### config.mk
export PLATFORM = sky130hd
export DESIGN_NAME = scarv_cop_dispatch_flat
export DESIGN_NICKNAME = d
export VERILOG_FILES = /design/src/rtl/scarv_cop_dispatch_if.sv /design/src/rtl/scarv_cop_dispatch.sv /design/src/flat_wrapper.sv
export SDC_FILE = /design/constraint.sdc
export NUM_CORES = 1
export LEC_CHECK = 0
export CORE_AREA = 8 8 139 89
export DETAILED_ROUTE_END_ITERATION = 8
export DIE_AREA = 0 0 147 97
export GPL_TIMING_DRIVEN = 0
export PLACE_DENSITY = 0.86
export SYNTH_ARGS = -nofsm -noshare
export SYNTH_HDL_FRONTEND = slang
export SYNTH_SLANG_ARGS = --single-unit
### constraint.sdc
create_clock -name g_clk -period 4.4 [get_ports g_clk]
set_input_delay 0.44 -clock g_clk [delete_from_list [all_inputs] [get_ports g_clk]]
set_output_delay 0.44 -clock g_clk [all_outputs]
set_load 0.005 [all_outputs]
### src/rtl/scarv_cop_dispatch_if.sv
// Dispatch bus: CPU instruction/response handshake, decoder hookup and FU start/done.
// slave = dispatcher view, master = CPU/decoder/FU environment view.
interface scarv_cop_dispatch_if;
    localparam int unsigned XLEN  = 32;
    localparam int unsigned NFU   = 7;
    localparam int unsigned CLS_W = 3;

    logic               cpu_insn_req;
    logic               cpu_insn_ack;
    logic [XLEN-1:0]    cpu_insn_enc;
    logic [XLEN-1:0]    cpu_rs1_data;

    logic [XLEN-1:0]    id_encoded;
    logic [CLS_W-1:0]   id_class;
    logic               id_exception;

    logic [NFU-1:0]     fu_start;
    logic [XLEN-1:0]    fu_rs1_data;
    logic [NFU-1:0]     fu_done;
    logic               fu_rd_wen;
    logic [XLEN-1:0]    fu_rd_wdata;

    logic               cpu_rsp_valid;
    logic               cpu_rsp_ack;
    logic               cpu_rsp_wen;
    logic [XLEN-1:0]    cpu_rsp_wdata;
    logic               cpu_rsp_exc;

    logic               busy;

    modport slave (
        input  cpu_insn_req, cpu_insn_enc, cpu_rs1_data,
        input  id_class, id_exception,
        input  fu_done, fu_rd_wen, fu_rd_wdata,
        input  cpu_rsp_ack,
        output cpu_insn_ack, id_encoded, fu_start, fu_rs1_data,
        output cpu_rsp_valid, cpu_rsp_wen, cpu_rsp_wdata, cpu_rsp_exc, busy
    );

    modport master (
        output cpu_insn_req, cpu_insn_enc, cpu_rs1_data,
        output id_class, id_exception,
        output fu_done, fu_rd_wen, fu_rd_wdata,
        output cpu_rsp_ack,
        input  cpu_insn_ack, id_encoded, fu_start, fu_rs1_data,
        input  cpu_rsp_valid, cpu_rsp_wen, cpu_rsp_wdata, cpu_rsp_exc, busy
    );
endinterface

### src/rtl/scarv_cop_dispatch.sv
// Single-instruction coprocessor dispatcher: accept, decode-check, start one FU, wait, respond.
// Optional FU timeout abort enabled by defining SCARV_COP_DISPATCH_TIMEOUT_EN.
module scarv_cop_dispatch #(
    parameter int unsigned TIMEOUT_CYCLES = 64
) (
    input  logic                  g_clk,
    input  logic                  g_reset,
    scarv_cop_dispatch_if.slave   bus
);
    localparam int unsigned XLEN  = 32;
    localparam int unsigned NFU   = 7;
    localparam int unsigned CLS_W = 3;
    localparam int unsigned CNT_W = 7;
    localparam logic [CLS_W-1:0] CLS_NONE = 3'd7;

    typedef enum logic [1:0] {
        S_IDLE  = 2'd0,
        S_ISSUE = 2'd1,
        S_WAIT  = 2'd2,
        S_RESP  = 2'd3
    } state_e;

    // The 7-bit saturating counter can only express timeouts of 1..128 cycles.
    if (TIMEOUT_CYCLES == 0 || TIMEOUT_CYCLES > 128) begin : g_bad_timeout
        $error("scarv_cop_dispatch: TIMEOUT_CYCLES must be in 1..128");
    end

    state_e            state_q, state_d;
    logic [XLEN-1:0]   enc_q, enc_d;
    logic [XLEN-1:0]   rs1_q, rs1_d;
    logic [CLS_W-1:0]  cls_q, cls_d;
    logic              wen_q, wen_d;
    logic [XLEN-1:0]   wdata_q, wdata_d;
    logic              exc_q, exc_d;

    logic              insn_ack_c;
    logic [NFU-1:0]    fu_start_c;
    logic              illegal_c;
    logic              done_c;

`ifdef SCARV_COP_DISPATCH_TIMEOUT_EN
    localparam logic [CNT_W-1:0] TO_LAST = CNT_W'(TIMEOUT_CYCLES - 1);
    logic [CNT_W-1:0]  cnt_q, cnt_d;
    logic              timeout_c;
`endif

    // Class 7 maps to no FU: the shifted bit falls off the top.
    function automatic logic [NFU-1:0] cls_onehot(input logic [CLS_W-1:0] c);
        return NFU'(8'd1 << c);
    endfunction

    // Next-state and handshake decode.
    always_comb begin
        state_d    = state_q;
        enc_d      = enc_q;
        rs1_d      = rs1_q;
        cls_d      = cls_q;
        wen_d      = wen_q;
        wdata_d    = wdata_q;
        exc_d      = exc_q;
        insn_ack_c = 1'b0;
        fu_start_c = '0;
        illegal_c  = bus.id_exception || (bus.id_class == CLS_NONE);
        done_c     = |(bus.fu_done & cls_onehot(cls_q));
`ifdef SCARV_COP_DISPATCH_TIMEOUT_EN
        cnt_d      = cnt_q;
        timeout_c  = (cnt_q == TO_LAST);
`endif

        case (state_q)
            S_IDLE: begin
                insn_ack_c = bus.cpu_insn_req;
                if (bus.cpu_insn_req) begin
                    enc_d   = bus.cpu_insn_enc;
                    rs1_d   = bus.cpu_rs1_data;
                    state_d = S_ISSUE;
                end
            end

            // Decoder output is valid one cycle after the encoding is latched.
            S_ISSUE: begin
                if (illegal_c) begin
                    wen_d   = 1'b0;
                    wdata_d = '0;
                    exc_d   = 1'b1;
                    state_d = S_RESP;
                end else begin
                    fu_start_c = cls_onehot(bus.id_class);
                    cls_d      = bus.id_class;
                    state_d    = S_WAIT;
`ifdef SCARV_COP_DISPATCH_TIMEOUT_EN
                    cnt_d      = '0;
`endif
                end
            end

            // Done is only looked at from here, so a same-cycle done with start is dropped.
            S_WAIT: begin
                if (done_c) begin
                    wen_d   = bus.fu_rd_wen;
                    wdata_d = bus.fu_rd_wdata;
                    exc_d   = 1'b0;
                    state_d = S_RESP;
                end
`ifdef SCARV_COP_DISPATCH_TIMEOUT_EN
                else if (timeout_c) begin
                    wen_d   = 1'b0;
                    wdata_d = '0;
                    exc_d   = 1'b1;
                    state_d = S_RESP;
                end else begin
                    cnt_d = (cnt_q == {CNT_W{1'b1}}) ? cnt_q : CNT_W'(cnt_q + 1'b1);
                end
`endif
            end

            S_RESP: begin
                if (bus.cpu_rsp_ack) begin
                    state_d = S_IDLE;
                end
            end

            default: begin
                state_d = S_IDLE;
            end
        endcase
    end

    // State and payload registers.
    always_ff @(posedge g_clk or posedge g_reset) begin
        if (g_reset) begin
            state_q <= S_IDLE;
            enc_q   <= '0;
            rs1_q   <= '0;
            cls_q   <= '0;
            wen_q   <= 1'b0;
            wdata_q <= '0;
            exc_q   <= 1'b0;
        end else begin
            state_q <= state_d;
            enc_q   <= enc_d;
            rs1_q   <= rs1_d;
            cls_q   <= cls_d;
            wen_q   <= wen_d;
            wdata_q <= wdata_d;
            exc_q   <= exc_d;
        end
    end

`ifdef SCARV_COP_DISPATCH_TIMEOUT_EN
    always_ff @(posedge g_clk or posedge g_reset) begin
        if (g_reset) begin
            cnt_q <= '0;
        end else begin
            cnt_q <= cnt_d;
        end
    end
`endif

    // Ack is masked during reset so every output reads 0 while g_reset is high.
    assign bus.cpu_insn_ack  = insn_ack_c & ~g_reset;
    assign bus.id_encoded    = enc_q;
    assign bus.fu_start      = fu_start_c;
    assign bus.fu_rs1_data   = rs1_q;
    assign bus.cpu_rsp_valid = (state_q == S_RESP);
    assign bus.cpu_rsp_wen   = wen_q;
    assign bus.cpu_rsp_wdata = wdata_q;
    assign bus.cpu_rsp_exc   = exc_q;
    assign bus.busy          = (state_q != S_IDLE);

endmodule

### src/flat_wrapper.sv
// flat-port wrapper written by rule: the top's interface ports become plain ports
module scarv_cop_dispatch_flat 
#(
    parameter int unsigned TIMEOUT_CYCLES = 64
)
  (g_clk, g_reset, bus_cpu_insn_req, bus_cpu_insn_enc, bus_cpu_rs1_data, bus_id_class, bus_id_exception, bus_fu_done, bus_fu_rd_wen, bus_fu_rd_wdata, bus_cpu_rsp_ack, bus_cpu_insn_ack, bus_id_encoded, bus_fu_start, bus_fu_rs1_data, bus_cpu_rsp_valid, bus_cpu_rsp_wen, bus_cpu_rsp_wdata, bus_cpu_rsp_exc, bus_busy);
  scarv_cop_dispatch_if bus_i ();
  input  logic g_clk;
  input  logic g_reset;
  input wire logic [$bits(bus_i.cpu_insn_req)-1:0] bus_cpu_insn_req;
  input wire logic [$bits(bus_i.cpu_insn_enc)-1:0] bus_cpu_insn_enc;
  input wire logic [$bits(bus_i.cpu_rs1_data)-1:0] bus_cpu_rs1_data;
  input wire logic [$bits(bus_i.id_class)-1:0] bus_id_class;
  input wire logic [$bits(bus_i.id_exception)-1:0] bus_id_exception;
  input wire logic [$bits(bus_i.fu_done)-1:0] bus_fu_done;
  input wire logic [$bits(bus_i.fu_rd_wen)-1:0] bus_fu_rd_wen;
  input wire logic [$bits(bus_i.fu_rd_wdata)-1:0] bus_fu_rd_wdata;
  input wire logic [$bits(bus_i.cpu_rsp_ack)-1:0] bus_cpu_rsp_ack;
  output wire logic [$bits(bus_i.cpu_insn_ack)-1:0] bus_cpu_insn_ack;
  output wire logic [$bits(bus_i.id_encoded)-1:0] bus_id_encoded;
  output wire logic [$bits(bus_i.fu_start)-1:0] bus_fu_start;
  output wire logic [$bits(bus_i.fu_rs1_data)-1:0] bus_fu_rs1_data;
  output wire logic [$bits(bus_i.cpu_rsp_valid)-1:0] bus_cpu_rsp_valid;
  output wire logic [$bits(bus_i.cpu_rsp_wen)-1:0] bus_cpu_rsp_wen;
  output wire logic [$bits(bus_i.cpu_rsp_wdata)-1:0] bus_cpu_rsp_wdata;
  output wire logic [$bits(bus_i.cpu_rsp_exc)-1:0] bus_cpu_rsp_exc;
  output wire logic [$bits(bus_i.busy)-1:0] bus_busy;
  assign bus_i.cpu_insn_req = bus_cpu_insn_req;
  assign bus_i.cpu_insn_enc = bus_cpu_insn_enc;
  assign bus_i.cpu_rs1_data = bus_cpu_rs1_data;
  assign bus_i.id_class = bus_id_class;
  assign bus_i.id_exception = bus_id_exception;
  assign bus_i.fu_done = bus_fu_done;
  assign bus_i.fu_rd_wen = bus_fu_rd_wen;
  assign bus_i.fu_rd_wdata = bus_fu_rd_wdata;
  assign bus_i.cpu_rsp_ack = bus_cpu_rsp_ack;
  assign bus_cpu_insn_ack = bus_i.cpu_insn_ack;
  assign bus_id_encoded = bus_i.id_encoded;
  assign bus_fu_start = bus_i.fu_start;
  assign bus_fu_rs1_data = bus_i.fu_rs1_data;
  assign bus_cpu_rsp_valid = bus_i.cpu_rsp_valid;
  assign bus_cpu_rsp_wen = bus_i.cpu_rsp_wen;
  assign bus_cpu_rsp_wdata = bus_i.cpu_rsp_wdata;
  assign bus_cpu_rsp_exc = bus_i.cpu_rsp_exc;
  assign bus_busy = bus_i.busy;
  scarv_cop_dispatch #(.TIMEOUT_CYCLES(TIMEOUT_CYCLES)) u_core (.g_clk(g_clk), .g_reset(g_reset), .bus(bus_i));
endmodule
; Word-level counts from Yosys, hierarchy flattened
; Cells that the tools add are included.
[word_totals]
inputBits = 112
word_cells = 47
ff_bits = 103
output_inout_bits = 108
[classes]
muxes = 17
n_reduce_logical = 9
eq_ne = 8
shift = 2
n_bitwise = 4
[op_table]
columns = operator, n
row1 = 32-bit 2-to-1 mux, 2
row2 = 32-bit case mux with 2 select lines, 1
row3 = 7-bit 2-to-1 mux, 2
row4 = "1-bit by 3-bit left shift with 7-bit output, first input constant", 2
row5 = 2-bit case mux with 4 select lines, 1
row6 = 7-bit AND, 1
row7 = 7-bit OR reduction, 1
row8 = 1-bit 2-to-1 mux, 6
row9 = 2-bit 2-to-1 mux, 3
row10 = 3-bit AND reduction, 2
row11 = "2-bit equality test, second input constant", 2
row12 = "2-bit by 1-bit inequality test with 1-bit output, second input constant", 2
row13 = "2-bit inequality test, second input constant", 2
row14 = 1-bit case mux with 2 select lines, 2
row15 = 2-bit AND reduction, 2
row16 = 2-bit nonzero test, 2
row17 = "3-bit equality test, second input constant", 1
row18 = "2-bit by 1-bit equality test with 1-bit output, second input constant", 1
row19 = 2-bit logical NOT, 1
row20 = 1-bit NOT, 2
row21 = 1-bit AND, 1
row22 = 1-bit logical OR, 1

; Logic depth before layout (Yosys ltp)
; Gate-level depths: netlist of the first run.
[logic_depth]
word_depth = 5
depth_mapped = 7
ltp_nobuf = 6

; Worst setup path before layout of the first run
; No wires, ideal clock.
[synth_path]
kind = reg2out
from = reg u_core.state_q[0]
to = out bus_cpu_insn_ack
arrival_ps = 1447
setup_slack_ps = 2513
n_path_buf = 2
path_stages_with_launch = 7
t_required_ps = 3960
path_cell_list = dfrtp_1 inv_1 ha_1 nand2_1 clkbuf_1 clkbuf_1 nor2_1
[synth_between]
elab_chain_cells = 3
[synth_rtl]
columns = item, line
row1 = "start, declared", scarv_cop_dispatch.sv:28  ; state_e state_q, state_d;
row2 = "start signal, assigned", scarv_cop_dispatch.sv:140  ; state_q <= state_d;
row3 = 2-bit logical NOT, scarv_cop_dispatch.sv:70  ; case (state_q)
row4 = 1-bit 2-to-1 mux, scarv_cop_dispatch.sv:70
row5 = 1-bit AND, scarv_cop_dispatch.sv:161  ; assign bus.cpu_insn_ack = insn_ack_c & ~g_reset;
row6 = "end, declared", flat_wrapper.sv:19  ; output wire logic [$bits(bus_i.cpu_insn_ack)-1:0] bus_cpu_insn_ack;
; Every way passes these cells.

; Worst setup path in the final report of the first run
[layout_path]
from = in bus_id_class[0]
to = out bus_fu_start[0]
[layout_between]
elab_chain_cells = 4
word_cells_on_any_way = 5
cone_classes = eq/ne: 1 / shift: 1 / mux: 2 / reduce/logical: 1
[layout_rtl]
columns = item, line
row1 = "start, declared", flat_wrapper.sv:13  ; input wire logic [$bits(bus_i.id_class)-1:0] bus_id_class;
row2 = 3-bit equality test, scarv_cop_dispatch.sv:63  ; illegal_c = bus.id_exception || (bus.id_class == CLS_NONE);
row3 = 1-bit logical OR, scarv_cop_dispatch.sv:63
row4 = 7-bit 2-to-1 mux *, scarv_cop_dispatch.sv:82  ; if (illegal_c) begin
row5 = 7-bit 2-to-1 mux *, scarv_cop_dispatch.sv:70
row6 = "end, declared", flat_wrapper.sv:21  ; output wire logic [$bits(bus_i.fu_start)-1:0] bus_fu_start;
; Mark *: on every way between the ends. The rest lies on a longest branch, timed or not.

==> flow_metrics.env, run 1 <==
export IMPL_netlist_top_cells_area="dfrtp_1, mux2_2, mux2i_1"
export IMPL_finalSetupViolations=0
export IMPL_cts_hold_buf=0
export IMPL_rsz0062_at_grt="no"
export IMPL_arrival_ps=2640
export IMPL_min_period_ps=3080
export IMPL_vias=3264
export IMPL_dp_hpwl_um=9790
export IMPL_path_max_fanout=7
export IMPL_rows=29
export IMPL_p_leak_nw=3.01
export IMPL_cts_root_buf="clkbuf_16"
export IMPL_finalCritPeriodShare_pct=70.0
export IMPL_outcome="finished, final reports clean"
export IMPL_seq_area_um2=2580
export IMPL_syn_mean_instance_area_um2=13.2
export IMPL_num_antenna_cells=0
export IMPL_slew_headroom_pct=51.9
export IMPL_multi_input_area_um2=1480
export IMPL_finalSetupTns_ps=0
export IMPL_tightest_slew_ps=722
export IMPL_drt_iter0_markers=77
export IMPL_fillCellCount=740
export IMPL_cp_end_kind="output pin"
export IMPL_dp_slack_ps=1370
export IMPL_start_util_pct=41.9
export IMPL_grt_pass1_vias=3561
export IMPL_worstHoldPathType="reg -> reg"
export IMPL_fin_util_pct=68.0
export IMPL_seq_area_frac_synth_pct=59.7
export IMPL_fin_nets=676
export IMPL_max_clock_path_buffers=2
export IMPL_synth_cells=328
export IMPL_htree_num_levels=3
export IMPL_fin_skew_ps=7.73
export IMPL_drtAntennaViolNets=0
export IMPL_port_buffers=219
export IMPL_drive_gt1_share_pct=15.8
export IMPL_drc_errors=0
export IMPL_grt_max_degree=58
export IMPL_grt_antenna_before_repair=0
export IMPL_syn_nets=445
export IMPL_yosysWarnings=0
export IMPL_critical_path_class="in -> out"
export IMPL_post_cts_setup_buffers=0
export IMPL_via_per_inst=4.65
export IMPL_yosysTopAreaCell="dfrtp_1"
export IMPL_track_usage_pct=17.0
export IMPL_syn2layout_area_growth_pct=62.1
export IMPL_cts_sinks=103
export IMPL_io_pins=220
export IMPL_layout_cells_non_filler=702
export IMPL_cts_buffers=9
export IMPL_synth_seq_cells=103
export IMPL_wl_um=12200
export IMPL_grt_overflow_total=0
export IMPL_coreArea_um2=10300
export IMPL_yosys_area_top_type_share_pct=59.7
export IMPL_slew_viol_final=0
export IMPL_clk_pin_slew_ps=60
export IMPL_worstSkewPairLatency_ps=330
export IMPL_crit_required_ps=3960
export IMPL_syn_cell_area_um2=4320
export IMPL_die_x_um=147
export IMPL_setup_ws_ps=1320
export IMPL_maxCapViolations=0
export IMPL_synth_distinct_cells=23
export IMPL_place_gp_congestion=0.788
export IMPL_max_vdd_ir_drop_mv=0.378
export IMPL_ctsResizeCount=0
export IMPL_hold_ws_ps=504
export IMPL_numPlacedInstances=687
export IMPL_dieArea_um2=14300
export IMPL_grt_pass1_wl_um=19400
export IMPL_routedWlPerCell_um=17.4
export IMPL_cts_tree="built"
export IMPL_startpoint_type="input port"
export IMPL_mostFrequentLayoutCells="clkdlybuf4s50_1, dfrtp_1, mux2_2"
export IMPL_finalHoldViolations=0
export IMPL_p_per_area_nw_per_um2=652
export IMPL_final_common_cell="clkdlybuf4s50_1"
export IMPL_drtPass1Iterations=4
export IMPL_fmax_mhz=325
export IMPL_dieHeight_um=97
[cells in the mapped netlist]
cell type / count
mux2i_1: 38
a21oi_1: 1
a31oi_1: 1
a221oi_2: 1
ha_1: 5
nand3_1: 1
or2_1: 1
a211o_1: 1
nor2_1: 7
dfrtp_1: 103
nor2b_1: 1
inv_1: 40
o22ai_1: 1
clkbuf_2: 1
nor3_1: 3
nand2_1: 38
mux2_2: 66
buf_12: 3
mux4_2: 1
a22oi_1: 1
clkbuf_1: 10
buf_6: 1
nand2b_1: 3
[layout make-up]
type | count | area share, %
flip-flops and latches | 103 | 36.8
repair buffers | 220 | 31.7
multi-input cells | 170 | 21.1
clock buffers | 10 | 3.27
well taps | 139 | 2.48
inverters | 40 | 2.18
plain buffers | 15 | 1.63
clock inverters | 5 | 0.840
[cells by family (layout without fill, tap and decap cells)]
| group | after synthesis | after routing | synth area share, % |
|---|---|---|---|
| buffers and inverters | 55 | 290 | 6.11 |
| AOI/OAI and AO/OA | 6 | 6 | 1.13 |
| muxes | 105 | 105 | 26.5 |
| DFF | 103 | 103 | 59.7 |
| adders and majority gates | 5 | 5 | 1.45 |
| and+or+nand+nor | 54 | 54 | 5.10 |
[stage by stage]
stage	area (µm²)	total power, W
global route	7000	0.00485
detailed placement	6720	0.00385
global placement	6690	0.00375
CTS	7000	0.00464
finish	7000	0.00457
floorplan	4320	0.00269
[critical path, cell delays in order]
cell             delay [ps]
clkdlybuf4s50_1         510
a31oi_1                 400
nand2_1                 190
or2_1                   290
nor3_1                  220
clkdlybuf4s50_1         580
[state kept, by name, indices dropped and copies added (netlist names)]
| signal | flops |
|---|---|
| u_core.cls_q | 3 |
| u_core.bus.fu_rs1_data | 32 |
| u_core.bus.id_encoded | 32 |
| u_core.bus.cpu_rsp_wdata | 32 |
| u_core.bus.cpu_rsp_wen | 1 |
| u_core.bus.cpu_rsp_exc | 1 |
| u_core.state_q | 2 |
[where the power goes]
part	switching, W	internal, W	total, W
clock	0.000329	0.000439	0.000768
sequential	0.000214	0.00135	0.00156
combinational	0.000826	0.00141	0.00224
[worst paths after layout]
path	slack [ps]	from	endpoint	depth (start not counted)
max in group asynchronous	3120	g_reset	u_core.bus.cpu_rsp_wdata[12]	3
worst max register to register	2130	u_core.state_q[0]	u_core.bus.id_encoded[21]	6
worst max-delay path	1320	bus_id_class[0]	bus_fu_start[0]	6
min in group asynchronous	610	g_reset	u_core.bus.id_encoded[12]	2
worst min register to register	500	u_core.bus.fu_rs1_data[24]	u_core.bus.fu_rs1_data[24]	1
worst min-delay path	500	u_core.bus.fu_rs1_data[24]	u_core.bus.fu_rs1_data[24]	1
[routing by layer]
| layer | part of all wire, % | vias up | track usage (%) | wire (µm) |
|---|---|---|---|---|
| met3 | 9.9 | 11 | 8.14 | 1210 |
| met4 | 1.0 | 0 | 4.06 | 123 |
| met1 | 41 | 1589 | 19.4 | 5020 |
| met5 | 0 | - | 0 | 0 |
| li1 | - | 1534 | - | - |
| met2 | 48 | 130 | 28.4 | 5890 |
Note: power is estimated with default switching activity, not from simulation.
==> run 2, diff against run 1 <==
CORE_AREA = 8 8 151 96   (was 8 8 139 89)
DIE_AREA = 0 0 159 104   (was 0 0 147 97)
PLACE_DENSITY = 0.78   (was 0.86)
clock period = 2.65 ns   (was 4.4 ns; I/O delays follow)
==> flow_metrics.env, run 2 (same netlist as run 1, synthesis figures left out) <==
export IMPL_outcome="finished, final reports clean"
export IMPL_drtAntennaViolNets=0
export IMPL_cts_buffers=9
export IMPL_clockPowerShare_pct=16.5
export IMPL_vias=3272
export IMPL_crit_required_ps=2380
export IMPL_dieArea_um2=16500
export IMPL_drtPass1Iterations=4
export IMPL_num_antenna_cells=0
export IMPL_fin_nets=676
export IMPL_p_total_w=0.00755
export IMPL_arrival_ps=2250
export IMPL_max_clock_path_buffers=2
export IMPL_layout_cells_non_filler=734
export IMPL_tightest_slew_ps=571
export IMPL_mostFrequentLayoutCells="clkdlybuf4s50_1, dfrtp_1, mux2_2"
export IMPL_p_leak_nw=3.02
export IMPL_startpoint_type="flip-flop"
export IMPL_io_pins=220
export IMPL_worst_path_largest_cell_delay_ps=510
export IMPL_port_buffers=219
export IMPL_grt_pass1_wl_um=20400
export IMPL_dp_hpwl_um=9920
export IMPL_cts_root_buf="clkbuf_16"
export IMPL_ff2ff_path_depth=6
export IMPL_critical_path_top_delay_family="buffers and inverters"
export IMPL_htree_num_levels=3
export IMPL_finalHoldViolations=0
export IMPL_grt_pass1_vias=3775
export IMPL_post_cts_setup_buffers=0
export IMPL_cp_cell_sequence="inv_1 > ha_1 > nand2_2 > clkbuf_2 > nor2_1 > clkdlybuf4s50_1"
export IMPL_max_vdd_ir_drop_mv=0.482
export IMPL_drive_gt1_share_pct=16.8
export IMPL_path_buf_inv=3
export IMPL_worstSkewPairLatency_ps=340
export IMPL_rsz0062_at_grt="no"
export IMPL_fmax_mhz=398
export IMPL_fillCellCount=1015
export IMPL_coreArea_um2=12400
export IMPL_numPlacedInstances=719
export IMPL_maxCapViolations=0
export IMPL_switching_share_pct=30.8
export IMPL_finalSetupViolations=0
export IMPL_via_per_inst=4.46
export IMPL_grt_overflow_total=0
export IMPL_pwr_share_comb_pct=49.2
export IMPL_p_sw_w=0.00233
export IMPL_dieHeight_um=104
export IMPL_die_x_um=159
export IMPL_finalCritPeriodShare_pct=94.7
export IMPL_drc_errors=0
export IMPL_slew_viol_final=0
export IMPL_place_gp_congestion=0.793
export IMPL_start_util_pct=34.8
export IMPL_final_common_cell="clkdlybuf4s50_1"
export IMPL_cts_sinks=103
export IMPL_routedWlPerCell_um=17.0
export IMPL_critical_path_class="reg -> out"
export IMPL_drt_iter0_markers=86
export IMPL_p_per_area_nw_per_um2=1070
export IMPL_stdcell_area_um2=7060
export IMPL_cp_end_kind="output pin"
export IMPL_grt_max_degree=45
export IMPL_path_max_fanout=11
export IMPL_pwr_share_seq_pct=34.3
export IMPL_cts_tree="built"
export IMPL_place_area_um2=6770
export IMPL_worst_path_max_delay_cell="clkdlybuf4s50_1"
export IMPL_p_int_w=0.00523
export IMPL_track_usage_pct=15.0
export IMPL_wl_um=12500
export IMPL_rows=32
export IMPL_slew_headroom_pct=61.9
export IMPL_fin_skew_ps=10.5
export IMPL_worst_path_stages=6
export IMPL_worstHoldPathType="in -> async"
export IMPL_min_period_ps=2510
export IMPL_grt_antenna_before_repair=0
export IMPL_clk_pin_slew_ps=70
export IMPL_syn2layout_area_growth_pct=63.5
[run 2: worst register-to-register path, cell delays in order (launching register included)]
cell and delay (ps):
dfrtp_1 450, nand2b_1 170, mux4_2 510, a221oi_2 280
buf_6 210, buf_12 160, mux2i_1 220
[run 2: metrics by stage]
step	hold WS, ps	TNS [ps]	util, %	setup WS [ps]
floorplan	402	0	-	790
detailed placement	492	-41.0	54.5	-28.8
global placement	486	0	54.2	34.5
global route	425	0	56.9	3.81
CTS	389	0	56.8	80.3
finish	382	0	56.9	139
[run 2: final timing paths]
path                                           endpoint  slack (ps)                     start
hold / removal                u_core.bus.id_encoded[15]         380                   g_reset
min in group g_clk         u_core.bus.cpu_rsp_wdata[17]         470       bus_fu_rd_wdata[17]
max in group asynchronous  u_core.bus.cpu_rsp_wdata[14]        1660                   g_reset
hold reg to reg                u_core.bus.id_encoded[3]         500  u_core.bus.id_encoded[3]
setup reg to reg           u_core.bus.cpu_rsp_wdata[20]         560           u_core.cls_q[2]
setup / recovery                       bus_cpu_insn_ack         140         u_core.state_q[0]
[run 2: layout make-up]
class / instances / area [µm²] / share of cell area, %
sequential: 103 / 2580 / 36.5
buffer: 14 / 111 / 1.58
tap: 170 / 213 / 3.01
multi-input combinational: 170 / 1500 / 21.2
inverter: 40 / 154 / 2.18
clock buffer: 9 / 225 / 3.19
clock inverter: 7 / 53.8 / 0.762
timing repair buffer: 221 / 2230 / 31.6
[run 2: timing repair]
| item | CTS | global route |
|---|---|---|
| endpoints found under the setup margin | 3 | 1 |
| resized for setup | 3 | 1 |
| endpoints found under the hold margin | 0 | 0 |
| hold buffers | 0 | 0 |
[run 2: metal layers]
layer  share of wire (%)  track usage (%)
met4                 1.8             4.42
met2                  45             23.9
met3                  12             8.18
met1                  41             16.9
met5                   0                0
[run 2: power by group through the flow]
stage                     Combinational [W]  Sequential (W)  Clock [W]
final                               0.00371         0.00259    0.00125
after global routing                0.00402         0.00267    0.00136
after CTS                           0.00378         0.00260    0.00129
after detailed placement            0.00376         0.00262          0
after global placement              0.00366         0.00258          0
after floorplan                     0.00184         0.00263          0
==> run 3, diff against run 2 <==
RECOVER_POWER = 50   (was default)
==> flow_metrics.env, run 3 (same netlist as run 1, synthesis figures left out) <==
export IMPL_cts_hold_buf=0
export IMPL_cp_end_kind="output pin"
export IMPL_drive_gt1_share_pct=16.8
export IMPL_cp_cell_sequence="inv_1 > ha_1 > nand2_2 > clkbuf_2 > nor2_1 > clkdlybuf4s50_1"
export IMPL_rsz0062_at_grt="no"
export IMPL_grt_max_degree=45
export IMPL_arrival_ps=2240
export IMPL_ff2ff_path_depth=6
export IMPL_critical_path_class="reg -> out"
export IMPL_p_leak_nw=3.08
export IMPL_start_util_pct=34.8
export IMPL_whs_endpoint="u_core.bus.cpu_rsp_wdata[17]"
export IMPL_cts_sinks=103
export IMPL_finalHoldViolations=0
export IMPL_ff2ff_setup_slack_ps=560
export IMPL_min_period_ps=2510
export IMPL_grt_pass1_vias=3775
export IMPL_fmax_mhz=399
export IMPL_r2r_start="u_core.cls_q[2]"
export IMPL_r2r_end="u_core.bus.cpu_rsp_wdata[20]"
export IMPL_via_per_inst=4.49
export IMPL_drc_errors=0
export IMPL_fin_skew_ps=10.9
export IMPL_tightest_slew_ps=1080
export IMPL_maxCapViolations=0
export IMPL_worstHoldPathType="in -> reg"
export IMPL_wl_um=12500
export IMPL_worstHoldPathCells=3
export IMPL_port_buffers=219
export IMPL_p_per_area_nw_per_um2=1060
export IMPL_cts_tree="built"
export IMPL_coreArea_um2=12400
export IMPL_path_buf_inv=3
export IMPL_die_x_um=159
export IMPL_dieArea_um2=16500
export IMPL_critical_path_top_delay_family="buffers and inverters"
export IMPL_finalSetupViolations=0
export IMPL_hp_start="bus_fu_rd_wdata[17]"
export IMPL_cts_buffers=9
export IMPL_setup_ws_ps=145
export IMPL_crit_required_ps=2380
export IMPL_slew_viol_final=0
export IMPL_final_common_cell="clkdlybuf4s50_1"
export IMPL_drt_iter0_markers=110
export IMPL_worst_path_largest_cell_delay_ps=510
export IMPL_max_clock_path_buffers=2
export IMPL_routedWlPerCell_um=17.0
export IMPL_worstSkewPairLatency_ps=340
export IMPL_htree_num_levels=3
export IMPL_mostFrequentLayoutCells="clkdlybuf4s50_1, dfrtp_1, mux2_2"
export IMPL_grt_overflow_total=0
export IMPL_dp_slack_ps=-28.8
export IMPL_track_usage_pct=15.0
export IMPL_place_gp_congestion=0.793
export IMPL_grt_pass1_wl_um=20400
export IMPL_outcome="finished, final reports clean"
export IMPL_syn2layout_area_growth_pct=62.7
export IMPL_dp_hpwl_um=9920
export IMPL_path_max_fanout=11
export IMPL_cts_root_buf="clkbuf_16"
export IMPL_startpoint_type="flip-flop"
export IMPL_max_vdd_ir_drop_mv=0.482
export IMPL_dieHeight_um=104
export IMPL_worst_path_max_delay_cell="clkdlybuf4s50_1"
export IMPL_rows=32
export IMPL_num_antenna_cells=0
export IMPL_vias=3298
export IMPL_grt_antenna_before_repair=0
export IMPL_post_cts_setup_buffers=0
export IMPL_io_pins=220
export IMPL_finalCritPeriodShare_pct=94.5
export IMPL_fin_nets=676
export IMPL_drtPass1Iterations=4
export IMPL_drtAntennaViolNets=0
export IMPL_slew_headroom_pct=27.9
export IMPL_clk_pin_slew_ps=70
export IMPL_p_total_w=0.00743
==> run 3: cell count changes in the layout (fill, tap and decap cells not counted) <==
cell	previous run	this run
dlygate4sd3_1	0	51
clkbuf_2	2	4
clkinvlp_4	3	2
clkdlybuf4s50_1	219	168
buf_12	5	3
clkinvlp_2	0	1
==> run 3: power breakdown <==
part           total [W]  switching, W  internal, W
sequential       0.00258      0.000341      0.00224
combinational    0.00360       0.00137      0.00223
clock            0.00125      0.000602     0.000648
total            0.00743       0.00231      0.00512
==> run 3: layout make-up <==
| class | count | area [µm²] |
|---|---|---|
| buffer | 14 | 111 |
| clock buffer | 9 | 225 |
| tap | 170 | 213 |
| timing repair buffer | 221 | 2200 |
| clock inverter | 7 | 53.8 |
| inverter | 40 | 151 |
| multi-input combinational | 170 | 1500 |
| sequential | 103 | 2580 |
| fill | 1019 | 5380 |
==> run 3: worst max path at each step <==
stage	cells past startpoint	slack, ps	to	start
CTS	6	80	bus_fu_start[4]	bus_id_class[2]
global route	6	4	bus_fu_start[0]	u_core.state_q[1]
floorplan	6	790	u_core.bus.cpu_rsp_exc	u_core.cls_q[2]
detailed placement	6	-30	bus_fu_start[4]	bus_id_class[0]
global placement	6	30	bus_fu_start[0]	bus_id_class[0]
finish	6	140	bus_cpu_insn_ack	u_core.state_q[0]
==> run 3: stage by stage <==
step / setup TNS, ps / area [µm²] / hold slack, ps / instances / util, %
2_1_floorplan: 0 / 4320 / 402 / 328 / -
3_3_place_gp: 0 / 6730 / 486 / 717 / 54.2
3_5_place_dp: -41.0 / 6770 / 492 / 719 / 54.5
4_1_cts: 0 / 7050 / 389 / 734 / 56.8
5_1_grt: 0 / 7030 / 472 / 734 / 56.6
6_report: 0 / 7030 / 470 / 734 / 56.6
==> run 3: tightest hold or removal path: cells and delay by family <==
| family | cells | cell delay, ps |
|---|---|---|
| buffers and inverters | 1 | 390 |
| multiplexers | 1 | 50 |
| AND/OR/NAND/NOR | 1 | 50 |
==> run 3: timing repair <==
| action | 4_1_cts | 5_1_grt |
|---|---|---|
| endpoints found under the setup margin | 3 | 1 |
| gates cloned | 0 | 0 |
| resized for setup | 3 | 1 |
==> run 3: layer usage <==
metal / track usage, % / vias to the layer above / part of all wire [%]
met2: 23.9 / 138 / 46
met5: 0 / - / 0
met4: 4.42 / 0 / 1.8
met3: 8.18 / 16 / 12
li1: - / 1527 / -
met1: 16.9 / 1617 / 41
==> edit (config.mk and constraints of run 2) <==
The option `SCARV_COP_DISPATCH_TIMEOUT_EN` is turned on by a define.
--- a/src/rtl/scarv_cop_dispatch.sv
+++ b/src/rtl/scarv_cop_dispatch.sv
@@ -1,5 +1,7 @@
 // Single-instruction coprocessor dispatcher: accept, decode-check, start one FU, wait, respond.
 // Optional FU timeout abort enabled by defining SCARV_COP_DISPATCH_TIMEOUT_EN.
+`define SCARV_COP_DISPATCH_TIMEOUT_EN
+
 module scarv_cop_dispatch #(
     parameter int unsigned TIMEOUT_CYCLES = 64
 ) (
Formal check against the unedited RTL: no difference found for any inputs over 4 cycles, from zero or initial values and one cycle with g_reset high; that may be too few to reach the edited logic, so the function may still have changed.
==> edit against run 2 <==
Worst setup slack improved by 71 ps. Sequential share of layout area up 0.92 points. Design area rose by 4.2%. Utilization rose by 2.4 points. Routed wire length increased by 8.6%. Fmax grew 2.9%. Area after synthesis is 6.3% higher. Sequential cell count rose by 7. Largest cell class unchanged. Total power increased by 11%. Critical path depth unchanged.
==> edit: results (changes against run 2) <==
- LEAKAGE: 3.12 nW (was 3.02 nW)
- Post-synthesis sequential area ratio: 60.0% (was 59.7%)
- Layout fillers: 964 (was 1015)
- Status: complete, no violations (unchanged)
- GR Util All Layers: 16.2% (was 15.0%)
- Placed cell area: 7050 um^2 (was 6770 um^2)
- Share of cells above drive strength 1: 23.9% (was 16.8%)
- Top cells by count, synth: 110 x dfrtp_1, 65 x mux2_2, 25 x a22o_2 (was 103 x dfrtp_1, 66 x mux2_2, 40 x inv_1)
- Reg2Reg Launch Point: u_core.cnt_q[0]$_DFFE_PP0P_ (was u_core.cls_q[2]$_DFFE_PP0P_)
- 1st-iter DRT viols: 158 (was 86)
- Post-DR vias/cell: 4.92 (was 4.46)
- First-pass GRT wire length: 21600 um (was 20400 um)
- Worst EP arrival: 2180 ps (was 2250 ps)
- Post-synth cell types: 42 (was 23)
- Synth top area cells: dfrtp_1 60%, mux2_2 16%, a22o_2 5.5% (was dfrtp_1 60%, mux2_2 17%, mux2i_1 8.8%)
- Hpwl dp: 10800 um (was 9920 um)
- Pin count of the biggest net entering global routing: 43 (was 45)
- VDD IR max: 0.000503 V (was 0.000482 V)
- Met2 WL: 6390 um (was 5680 um)
- Met3 WL: 1400 um (was 1450 um)
- Syn nets: 439 (was 445)
- Gpl congestion: 0.836 (was 0.793)
- Vias in the first global route: 3887 (was 3775)
- Slew margin rel.: 60.5% (was 61.9%)
- Port buffer count: 218 (was 219)
- Clk_skew: 14.8 ps (was 10.5 ps)
-- edit: worst max path at each step --
stage	startpoint	endpoint	slack, ps	depth (start not counted)
after detailed placement	u_core.state_q[0]$_DFFE_PP0P_	bus_cpu_insn_ack	170	7
final	u_core.state_q[0]$_DFFE_PP0P_	bus_cpu_insn_ack	210	6
after CTS	u_core.state_q[0]$_DFFE_PP0P_	bus_cpu_insn_ack	80	6
after floorplan	u_core.state_q[1]$_DFFE_PP0P_	u_core.bus.cpu_rsp_wdata[11]$_DFFE_PP0P_	830	9
after global placement	g_reset	u_core.bus.cpu_rsp_exc$_DFFE_PP0P_	30	2
after global routing	u_core.state_q[1]$_DFFE_PP0P_	bus_fu_start[4]	30	6
-- edit: what timing repair did --
action | CTS | global route
endpoints found under the hold margin | 0 | 0
endpoints found under the setup margin | 1 | 1
gates resized for setup | 1 | 1
-- edit: area by class of cell --
| class | count | area, um^2 | area share (%) |
|---|---|---|---|
| Clock inverter | 7 | 77.6 | 1.05 |
| Buffer | 18 | 166 | 2.26 |
| Tap cell | 170 | 213 | 2.89 |
| Multi-Input combinational cell | 186 | 1650 | 22.5 |
| Sequential cell | 110 | 2750 | 37.4 |
| Timing Repair Buffer | 221 | 2240 | 30.5 |
| Inverter | 6 | 26.3 | 0.357 |
| Clock buffer | 9 | 225 | 3.06 |
-- edit: layer usage --
layer | vias to the layer above | track usage (%)
li1 | 1640 | -
met1 | 1753 | 19.4
met2 | 175 | 26.2
met3 | 10 | 7.51
met4 | 0 | 3.35
met5 | - | 0
-- edit: kinds of logic after synthesis --
logic type                 after synthesis  synth area share [%]
muxes                                   68                  16.6
buffers and inverters                   25                  4.20
DFF                                    110                  60.0
adders and majority gates                6                  1.64
AOI/OAI and AO/OA                       61                  11.3
and+or+nand+nor                         51                  6.32
-- edit: per-stage QoR --
stage                     worst slack, ps  hold WS, ps  cells
after floorplan                       826          398    321
final                                 210          154    727
after global routing                 32.3          164    727
after CTS                            76.4          144    727
after global placement               28.8          487    709
after detailed placement              169          491    712
-- edit: report_power, final --
| part | internal [W] | total, W | leakage, nW | switching [W] |
|---|---|---|---|---|
| registers | 0.00249 | 0.00295 | 1.38 | 0.000461 |
| clock network | 0.000668 | 0.00134 | 0.144 | 0.000670 |
| logic | 0.00255 | 0.00407 | 1.60 | 0.00152 |
| total | 0.00571 | 0.00836 | 3.12 | 0.00265 |
